[src/rtl/fifo_drain_streamer.sv]
// -----------------------------------------------------------------------------
// fifo_drain_streamer
//
// Purpose:
//   Drains words from a synchronous FIFO (read-enable / empty / registered
//   read data with one cycle of latency). It re-presents them as a
//   valid/ready stream. m_last_o is asserted on every BURST_LEN-th beat.
//   A 2-entry output buffer absorbs the FIFO read latency and any
//   backpressure from the sink.
//
// Parameters:
//   DATA_WIDTH  width of FIFO words and stream data
//   BURST_LEN   beats per burst (1..256); m_last_o marks beat BURST_LEN-1
//   CNT_BITS    beat counter width, 2**CNT_BITS >= BURST_LEN
//
// Ports:
//   clk_i           single clock, rising edge
//   reset_i         synchronous active-high reset
//   fifo_empty_i    FIFO empty flag
//   fifo_data_i     FIFO read data, valid the cycle after fifo_rd_en_o
//   fifo_rd_en_o    FIFO read request, one word per high cycle
//   m_valid_o       output beat valid
//   m_ready_i       sink ready
//   m_data_o        output beat data
//   m_last_o        last beat of the current burst
//   busy_o          buffer non-empty or a read in flight
//
// Optional build macro:
//   FIFO_DRAIN_STATS_EN  adds beat_total_o (transfers, wrapping) and
//                        stall_cycles_o (valid && !ready cycles, saturating)
// -----------------------------------------------------------------------------
module fifo_drain_streamer #(
   parameter int DATA_WIDTH = 32,
   parameter int BURST_LEN  = 8,
   parameter int CNT_BITS   = 8
) (
   input  logic                  clk_i,
   input  logic                  reset_i,
   input  logic                  fifo_empty_i,
   input  logic [DATA_WIDTH-1:0] fifo_data_i,
   output logic                  fifo_rd_en_o,
   output logic                  m_valid_o,
   input  logic                  m_ready_i,
   output logic [DATA_WIDTH-1:0] m_data_o,
   output logic                  m_last_o,
   output logic                  busy_o
`ifdef FIFO_DRAIN_STATS_EN
   ,
   output logic [31:0]           beat_total_o,
   output logic [31:0]           stall_cycles_o
`endif
);

   // Beat index that carries the last flag, truncated to the counter width.
   localparam logic [CNT_BITS-1:0] LAST_BEAT = CNT_BITS'(BURST_LEN - 1);

   typedef enum logic {
      IDLE      = 1'b0,
      WAIT_DATA = 1'b1
   } state_t;

   // ---------------------------------------------------------------------------
   // Declarations
   // ---------------------------------------------------------------------------
   state_t                state_reg;
   state_t                state_next;
   logic                  inflight_reg;
   logic                  inflight_next;
   logic                  rd_en;

   logic [DATA_WIDTH-1:0] mem_reg [2];
   logic                  head_reg;
   logic [1:0]            count_reg;
   logic [1:0]            count_next;
   logic                  tail_idx;

   logic [CNT_BITS-1:0]   beat_cnt_reg;

   logic                  has_room;
   logic                  capture;
   logic                  valid;
   logic                  xfer;
   logic                  last_beat;

   // ---------------------------------------------------------------------------
   // Handshake and buffer bookkeeping
   // ---------------------------------------------------------------------------
   // A new read may only be issued if the word it returns is guaranteed a
   // slot. That slot must exist even if the sink never takes anything.
   assign has_room  = ({1'b0, count_reg} + {2'b00, inflight_reg}) < 3'd2;

   // The word requested in the IDLE cycle appears on fifo_data_i during
   // WAIT_DATA. It is written into the buffer at the end of that cycle.
   assign capture   = (state_reg == WAIT_DATA);

   assign valid     = (count_reg != 2'd0);
   assign xfer      = valid && m_ready_i;
   assign last_beat = (beat_cnt_reg == LAST_BEAT);

   // Slot after the last occupied one. With 2 entries this is head+count mod 2.
   assign tail_idx  = head_reg ^ count_reg[0];

   always_comb begin
      count_next = count_reg;
      case ({capture, xfer})
         2'b10:   count_next = count_reg + 2'd1;
         2'b01:   count_next = count_reg - 2'd1;
         default: count_next = count_reg;
      endcase
   end

   // ---------------------------------------------------------------------------
   // Read FSM
   // ---------------------------------------------------------------------------
   always_ff @(posedge clk_i) begin
      if (reset_i) begin
         state_reg    <= IDLE;
         inflight_reg <= 1'b0;
      end else begin
         state_reg    <= state_next;
         inflight_reg <= inflight_next;
      end
   end

   // The read request is decoded from the registered IDLE state in the
   // same cycle the FIFO samples it. This lets the data land exactly in
   // WAIT_DATA. Because reads are never issued from WAIT_DATA, the empty
   // flag seen in IDLE already reflects the previous pop.
   always_comb begin
      state_next    = state_reg;
      inflight_next = inflight_reg;
      rd_en         = 1'b0;
      case (state_reg)
         IDLE: begin
            if (!reset_i && !fifo_empty_i && has_room) begin
               rd_en         = 1'b1;
               state_next    = WAIT_DATA;
               inflight_next = 1'b1;
            end
         end
         WAIT_DATA: begin
            state_next    = IDLE;
            inflight_next = 1'b0;
         end
         default: begin
            state_next    = IDLE;
            inflight_next = 1'b0;
         end
      endcase
   end

   // ---------------------------------------------------------------------------
   // Output buffer
   // ---------------------------------------------------------------------------
   always_ff @(posedge clk_i) begin
      if (reset_i) begin
         head_reg  <= 1'b0;
         count_reg <= 2'd0;
      end else begin
         count_reg <= count_next;
         if (xfer) begin
            head_reg <= ~head_reg;
         end
      end
   end

   // Storage is only written at the tail, so the head entry stays
   // untouched while the sink stalls.
   always_ff @(posedge clk_i) begin
      if (reset_i) begin
         for (int i = 0; i < 2; i++) begin
            mem_reg[i] <= '0;
         end
      end else if (capture) begin
         mem_reg[tail_idx] <= fifo_data_i;
      end
   end

   // ---------------------------------------------------------------------------
   // Burst framing
   // ---------------------------------------------------------------------------
   always_ff @(posedge clk_i) begin
      if (reset_i) begin
         beat_cnt_reg <= '0;
      end else if (xfer) begin
         if (last_beat) begin
            beat_cnt_reg <= '0;
         end else begin
            beat_cnt_reg <= beat_cnt_reg + CNT_BITS'(1);
         end
      end
   end

`ifndef SYNTHESIS
   // A capture into a full buffer without a simultaneous pop means the
   // room check failed; the incoming word would overwrite the head.
   always_ff @(posedge clk_i) begin
      if (!reset_i) begin
         assert (!(capture && !xfer && (count_reg == 2'd2)));
      end
   end
`endif

   // ---------------------------------------------------------------------------
   // Optional statistics
   // ---------------------------------------------------------------------------
`ifdef FIFO_DRAIN_STATS_EN
   logic [31:0] beat_total_reg;
   logic [31:0] stall_cycles_reg;

   always_ff @(posedge clk_i) begin
      if (reset_i) begin
         beat_total_reg   <= 32'd0;
         stall_cycles_reg <= 32'd0;
      end else begin
         if (xfer) begin
            beat_total_reg <= beat_total_reg + 32'd1;
         end
         // Saturate so a long stall cannot roll back to a small value.
         if (valid && !m_ready_i && (stall_cycles_reg != 32'hFFFF_FFFF)) begin
            stall_cycles_reg <= stall_cycles_reg + 32'd1;
         end
      end
   end

   assign beat_total_o   = beat_total_reg;
   assign stall_cycles_o = stall_cycles_reg;
`endif

   // ---------------------------------------------------------------------------
   // Outputs
   // ---------------------------------------------------------------------------
   assign fifo_rd_en_o = rd_en;
   assign m_valid_o    = valid;
   assign m_data_o     = mem_reg[head_reg];
   assign m_last_o     = valid && last_beat;
   assign busy_o       = valid || inflight_reg;

endmodule

[config.mk]
export PLATFORM = sky130hd
export DESIGN_NAME = fifo_drain_streamer
export DESIGN_NICKNAME = d
export VERILOG_FILES = /design/src/rtl/fifo_drain_streamer.sv
export SDC_FILE = /design/constraint.sdc
export NUM_CORES = 1
export LEC_CHECK = 0
export CELL_PAD_IN_SITES_DETAIL_PLACEMENT = 1
export CELL_PAD_IN_SITES_GLOBAL_PLACEMENT = 1
export CORE_UTILIZATION = 30
export CTS_CLUSTER_SIZE = 25
export DETAILED_ROUTE_END_ITERATION = 16
export PLACE_DENSITY = 0.7
export SYNTH_ARGS = -nofsm -noshare
export SYNTH_HDL_FRONTEND = slang
export SYNTH_SLANG_ARGS = --single-unit
[constraint.sdc]
create_clock -name clk_i -period 3.5 [get_ports clk_i]
set_clock_uncertainty 0.2 [all_clocks]
set_input_delay 0.7 -clock clk_i [delete_from_list [all_inputs] [get_ports clk_i]]
set_output_delay 0.7 -clock clk_i [all_outputs]
set_load 0.01 [all_outputs]
==> metrics, run 1 <==
Tot GR Track Use=0.133; antenna viol nets, final=0; Die H=109 um; number of inserted diodes=0; Die W=109 um; sw frac=0.274; hold crit path type=reg -> reg; Mapped Cells=249; vias in the first global route=approximately 2300; CTS Buffer Depth=2; DR iter-0 viols=46; Seq pwr share=0.433; gr ovfl total=0; worst skew pair latency=between 0.3 and 0.4 ns; die area=11900 sq um; final worst-path cycle share=0.871; EDFF count, synth=between 60 and 70; internal power=0.00202 W; Worst Tran Pin Value=0.837 ns; RSZ-0062 raised after global routing=false; Synth Flop Type=edfxtp_1; status=completed; CTS Buf Count=9; Net Sw Power=0.000761 W; Post-CTS Setup Repair Bufs=0; synth top area cells=edfxtp_1, and2_1, mux2_2, dfxtp_1, a21oi_1; final setup vio count=0; post-synth top area cell=edfxtp_1; post-CTS sizing=0; Layout area overhead=33.1%; P_leak=1.67 nW; largest net degree at the start of global routing=33; critical path peak fanout=5; initial core utilization=0.313; routed vias=2137; PwrDens=609 nW/um^2; Setup crit end kind=primary output; Seq/Total Area, Yosys=0.641; Yosys reg bits=78; CTS clk-pin slew, worst paths=0.06 ns; logic gate share of total power=0.253; Synth top cells by count=and2_1, edfxtp_1, mux2_2; WP data arrival=2.15 ns; via/cell ratio=4.57; setup TNS=0 ns; mean post-synth cell area=13.8 sq um; layout cell share with drive strength beyond 1=0.189; CTS tree=built; Peak Freq=between 0.3 and 0.4 GHz; final hold violation count=0; cts hold-fix bufs=0; Worst Hold Launch=inflight_reg$_SDFFE_PP0P_; global-route wire length before repair=11800 um; Tmin final=3.05 ns; drt drc=0; initial antenna violation count=0; Clock Power Share=0.314; WL/cell=15.7 um; Final Wtd Congestion=0.808; pins over their slew limit=0; row count=38; reg2reg start=count_reg[0]$_SDFFE_PP0P_; Detail Placement HPWL=4790 um; CTS H-Tree Depth=3; Max Cap Viol=0; Synth top area share=0.560; io pins=72; Data required, critical path=around 2.6 ns; crit path kind=reg -> out; core area=11000 sq um; post-place instance area=4290 sq um; number of flip-flops under the largest register name=64; Sink Count=78; VDD IR-drop max=0.000286 V; Synth async-reset ratio=0; Post-Syn Area=3430 sq um; Syn Nets=287; Final Routed Wirelength=7330 um; fin area=4570 sq um; relative slew slack=0.442; Synth cell types=36; CP startpoint kind=register; Nets=361; I/O Buffers=71; DR pass1 iterations=4; Yosys warnings=0; Clock Tree Root=clkbuf_16; Crit. Startpoint=beat_cnt_reg[0]$_SDFFE_PP0P_
[cell families after synthesis]
family | synth area share
adders and majority gates | 0.00729
muxes | 0.105
and+or+nand+nor | 0.167
buffers and inverters | 0.0237
xor gates and xnor gates | 0.0153
DFF | 0.641
AOI/OAI and AO/OA | 0.0408
[stage by stage]
stage	power [W]	setup WS [ns]	hold WS [ns]	utilization	std cells
finish	0.00278	0.451	0.280	0.416	468
floorplan	0.00159	1.25	0.243	-	249
global placement	0.00192	0.544	0.259	0.390	452
detailed placement	0.00194	0.540	0.274	0.390	452
CTS	0.00283	0.438	0.285	0.416	468
global route	0.00293	0.357	0.317	0.416	468
[worst paths after layout]
path,to,slack (ns),cells past startpoint
setup / recovery,m_last_o,0.45,4
hold / removal,capture$_SDFF_PP0_,0.28,1
setup reg to reg,mem_reg[1][16]$_SDFFCE_PN0P_,1.16,3
hold reg to reg,capture$_SDFF_PP0_,0.28,1
[layer usage]
layer | vias up | GRT usage | share of wire | wire length [um]
met5 | - | 0 | 0 | 0
met4 | 0 | 0.0319 | 0.0066 | 48
met3 | 5 | 0.0395 | 0.060 | 442
met2 | 52 | 0.230 | 0.49 | 3570
met1 | 1045 | 0.162 | 0.45 | 3270
li1 | 1035 | - | - | -
[area by class of cell]
| class | instances | area, sq um |
|---|---|---|
| Inverter | 3 | 11.3 |
| Fill cell | 1168 | 6410 |
| Clock buffer | 9 | 225 |
| Clock inverter | 7 | 56.3 |
| Tap cell | 140 | 175 |
| Timing Repair Buffer | 76 | 748 |
| Sequential cell | 78 | 2200 |
| Multi-Input combinational cell | 155 | 1150 |
[power by group through the flow]
stage / sequential (W) / combinational, W / clock [W]
after global routing: 0.00122 / 0.000764 / 0.000941
final: 0.00120 / 0.000704 / 0.000874
after global placement: 0.00122 / 0.000702 / 0
after floorplan: 0.00117 / 0.000423 / 0
after detailed placement: 0.00123 / 0.000715 / 0
after CTS: 0.00121 / 0.000721 / 0.000897
[cell usage in the layout, fill, tap and decap left out, types with 2 or more instances in the layout]
cell / count
a21oi_1: 9
and2_1: 64
buf_4: 5
clkbuf_16: 9
clkdlybuf4s50_1: 71
clkinvlp_4: 2
dfxtp_1: 13
edfxtp_1: 64
ha_1: 2
inv_1: 2
inv_6: 2
mux2_1: 2
mux2_2: 30
nand2_1: 5
nor2_1: 7
o21ai_0: 4
o31ai_1: 2
or2_2: 3
or3_1: 5
or4_1: 2
xnor2_1: 3
xor2_1: 3
[worst max-delay path, cell delays in order, from the launching register on]
cell and delay [ns]:
dfxtp_1 0.42, ha_1 0.21, nor4b_1 0.43, and3_1 0.24
clkdlybuf4s50_1 0.53
Power figures use the tool's default switching activity.
==> inputs of run 2 (changes only) <==
- CORE_MARGIN: unset -> 2
- CTS_BUF_LIST: unset -> sky130_fd_sc_hd__clkbuf_4 sky130_fd_sc_hd__clkbuf_8 sky130_fd_sc_hd__clkbuf_16
- SLEW_MARGIN: unset -> 5
==> run 2 against run 1 <==
Against the previous run: non-clock buffer count decreased by 1; cell area decreased by 0.19%; critical path depth unchanged; utilization decreased by 1.1 points; die area increased by 3.7%; cell count increased by 0.43%; critical path type unchanged; first-iteration DRC count increased by 8.7%; worst setup slack improved by 0.046 ns; fmax increased by 1.5%; sequential power about the same; clock-buffer cell count increased by 2.
==> metrics, run 2 (same netlist as run 1, synthesis figures left out) <==
status=completed; CTS Buffer Depth=2; Final Wtd Congestion=0.727; Crit. Startpoint=beat_cnt_reg[0]$_SDFFE_PP0P_; R2R depth=3; Post-CTS Setup Repair Bufs=0; crit path kind=reg -> out; CTS H-Tree Depth=3; vias in the first global route=2360; VDD IR-drop max=0.000301 V; hold crit path type=reg -> reg; Worst path top cell family by delay=simple AND/OR/NAND/NOR gates; relative slew slack=0.434; Data required, critical path=2.60 ns; number of fill cells=around 1200; via/cell ratio=4.57; Max Cap Viol=0; Clock Tree Root=clkbuf_16; Finished Layout Cells=470; Nets=360; initial core utilization=0.305; DR pass1 iterations=4; hold depth=1; number of inserted diodes=0; buffers plus inverters on the worst setup path=1; Cells after DPL=454; die area=roughly 12000 sq um; io pins=between 70 and 80; worst skew pair latency=0.32 ns; PwrDens=603 nW/um^2; most frequent cells in the layout=clkdlybuf4s50_1, and2_1, edfxtp_1; initial antenna violation count=0; reg2reg start=count_reg[0]$_SDFFE_PP0P_; I/O Buffers=a little over 70; FF-to-FF setup slack=1.17 ns; Detail Placement HPWL=4560 um; Layout area overhead=32.8%; Peak Freq=0.333 GHz; register area=2200 sq um; Die W=around 110 um; CTS clk-pin slew, worst paths=0.06 ns; worst-path cell chain=ha_1 > nor4b_1 > and3_1 > clkdlybuf4s50_1; final worst-path cycle share=0.858; routed vias=2146; Worst Tran Pin Value=approximately 0.85 ns; CP max stage delay=0.54 ns; number of flip-flops under the largest register name=64; multi-input logic area=1150 sq um; final setup vio count=0; antenna viol nets, final=0; P_leak=1.66 nW; RSZ-0062 raised after global routing=false; final hold violation count=0; layout cell share with drive strength beyond 1=0.190; drt drc=0; setup TNS=0 ns; CTS tree=built; Tmin final=3.00 ns; critical path peak fanout=5; core area=roughly 11000 sq um; row count=39; global-route wire length before repair=11900 um; gr ovfl total=0; RR Endpoint=mem_reg[1][25]$_SDFFCE_PN0P_; cell count along the critical path=4; WL/cell=about 15 um; Die H=111 um; Tot GR Track Use=0.123; CP startpoint kind=register; pins over their slew limit=0; largest net degree at the start of global routing=33; WP data arrival=2.10 ns; Sink Count=78; cts hold-fix bufs=0; DR iter-0 viols=50; commonest non-fill, non-tap cell in the layout=clkdlybuf4s50_1; Overall Power=0.00275 W; Setup crit end kind=primary output; CP Capture Point=m_last_o; CTS Buf Count=9; post-CTS sizing=0; Final Routed Wirelength=slightly above 7000 um; slowest stage cell, crit path=clkdlybuf4s50_1
## run 2: cell types whose count changed in the layout (fill, tap and decap cells not counted), sizes merged
cell and change:
inv -3, clkbuf +2, buf -1, clkinvlp +1
## run 2: how the worst min path moves through the flow
stage                                   endpoint                         start
CTS                           capture$_SDFF_PP0_     inflight_reg$_SDFFE_PP0P_
finish                        capture$_SDFF_PP0_     inflight_reg$_SDFFE_PP0P_
floorplan                     capture$_SDFF_PP0_     inflight_reg$_SDFFE_PP0P_
global placement    beat_cnt_reg[7]$_SDFFE_PP0P_  beat_cnt_reg[7]$_SDFFE_PP0P_
detailed placement            capture$_SDFF_PP0_     inflight_reg$_SDFFE_PP0P_
global route                  capture$_SDFF_PP0_     inflight_reg$_SDFFE_PP0P_
## run 2: through the flow
stage,instance area (sq um),setup slack [ns],hold slack [ns],utilization
detailed placement,4280,0.560,0.290,0.380
floorplan,3430,1.25,0.243,-
global route,4560,0.305,0.316,0.405
CTS,4560,0.469,0.297,0.405
finish,4560,0.497,0.296,0.405
global placement,4280,0.602,0.265,0.380
## run 2: final cells by class
type / count / share of cell area
clock buffer: 11 / 0.0527
clock inverter: 5 / 0.00796
inverter: 3 / 0.00247
multi-input combinational: 155 / 0.252
sequential: 78 / 0.483
tap: 143 / 0.0392
timing repair buffer: 75 / 0.162
## run 2: worst register-to-register path, delay by kind of cell (launching register included)
family | cells | cell delay [ns]
xor+xnor | 1 | 0.26
flops | 1 | 0.62
simple gates | 2 | 0.87
## run 2: metal layers
metal,track usage,wire [um],up-vias
li1,-,-,1030
met1,0.157,3220,1068
met2,0.204,3520,42
met3,0.0323,275,6
met4,0.0375,52,0
met5,0,0,-
## run 2: report_power, final
group          switching (W)  internal, W
combinational       0.000311     0.000401
clock               0.000354     0.000496
sequential         0.0000638      0.00113
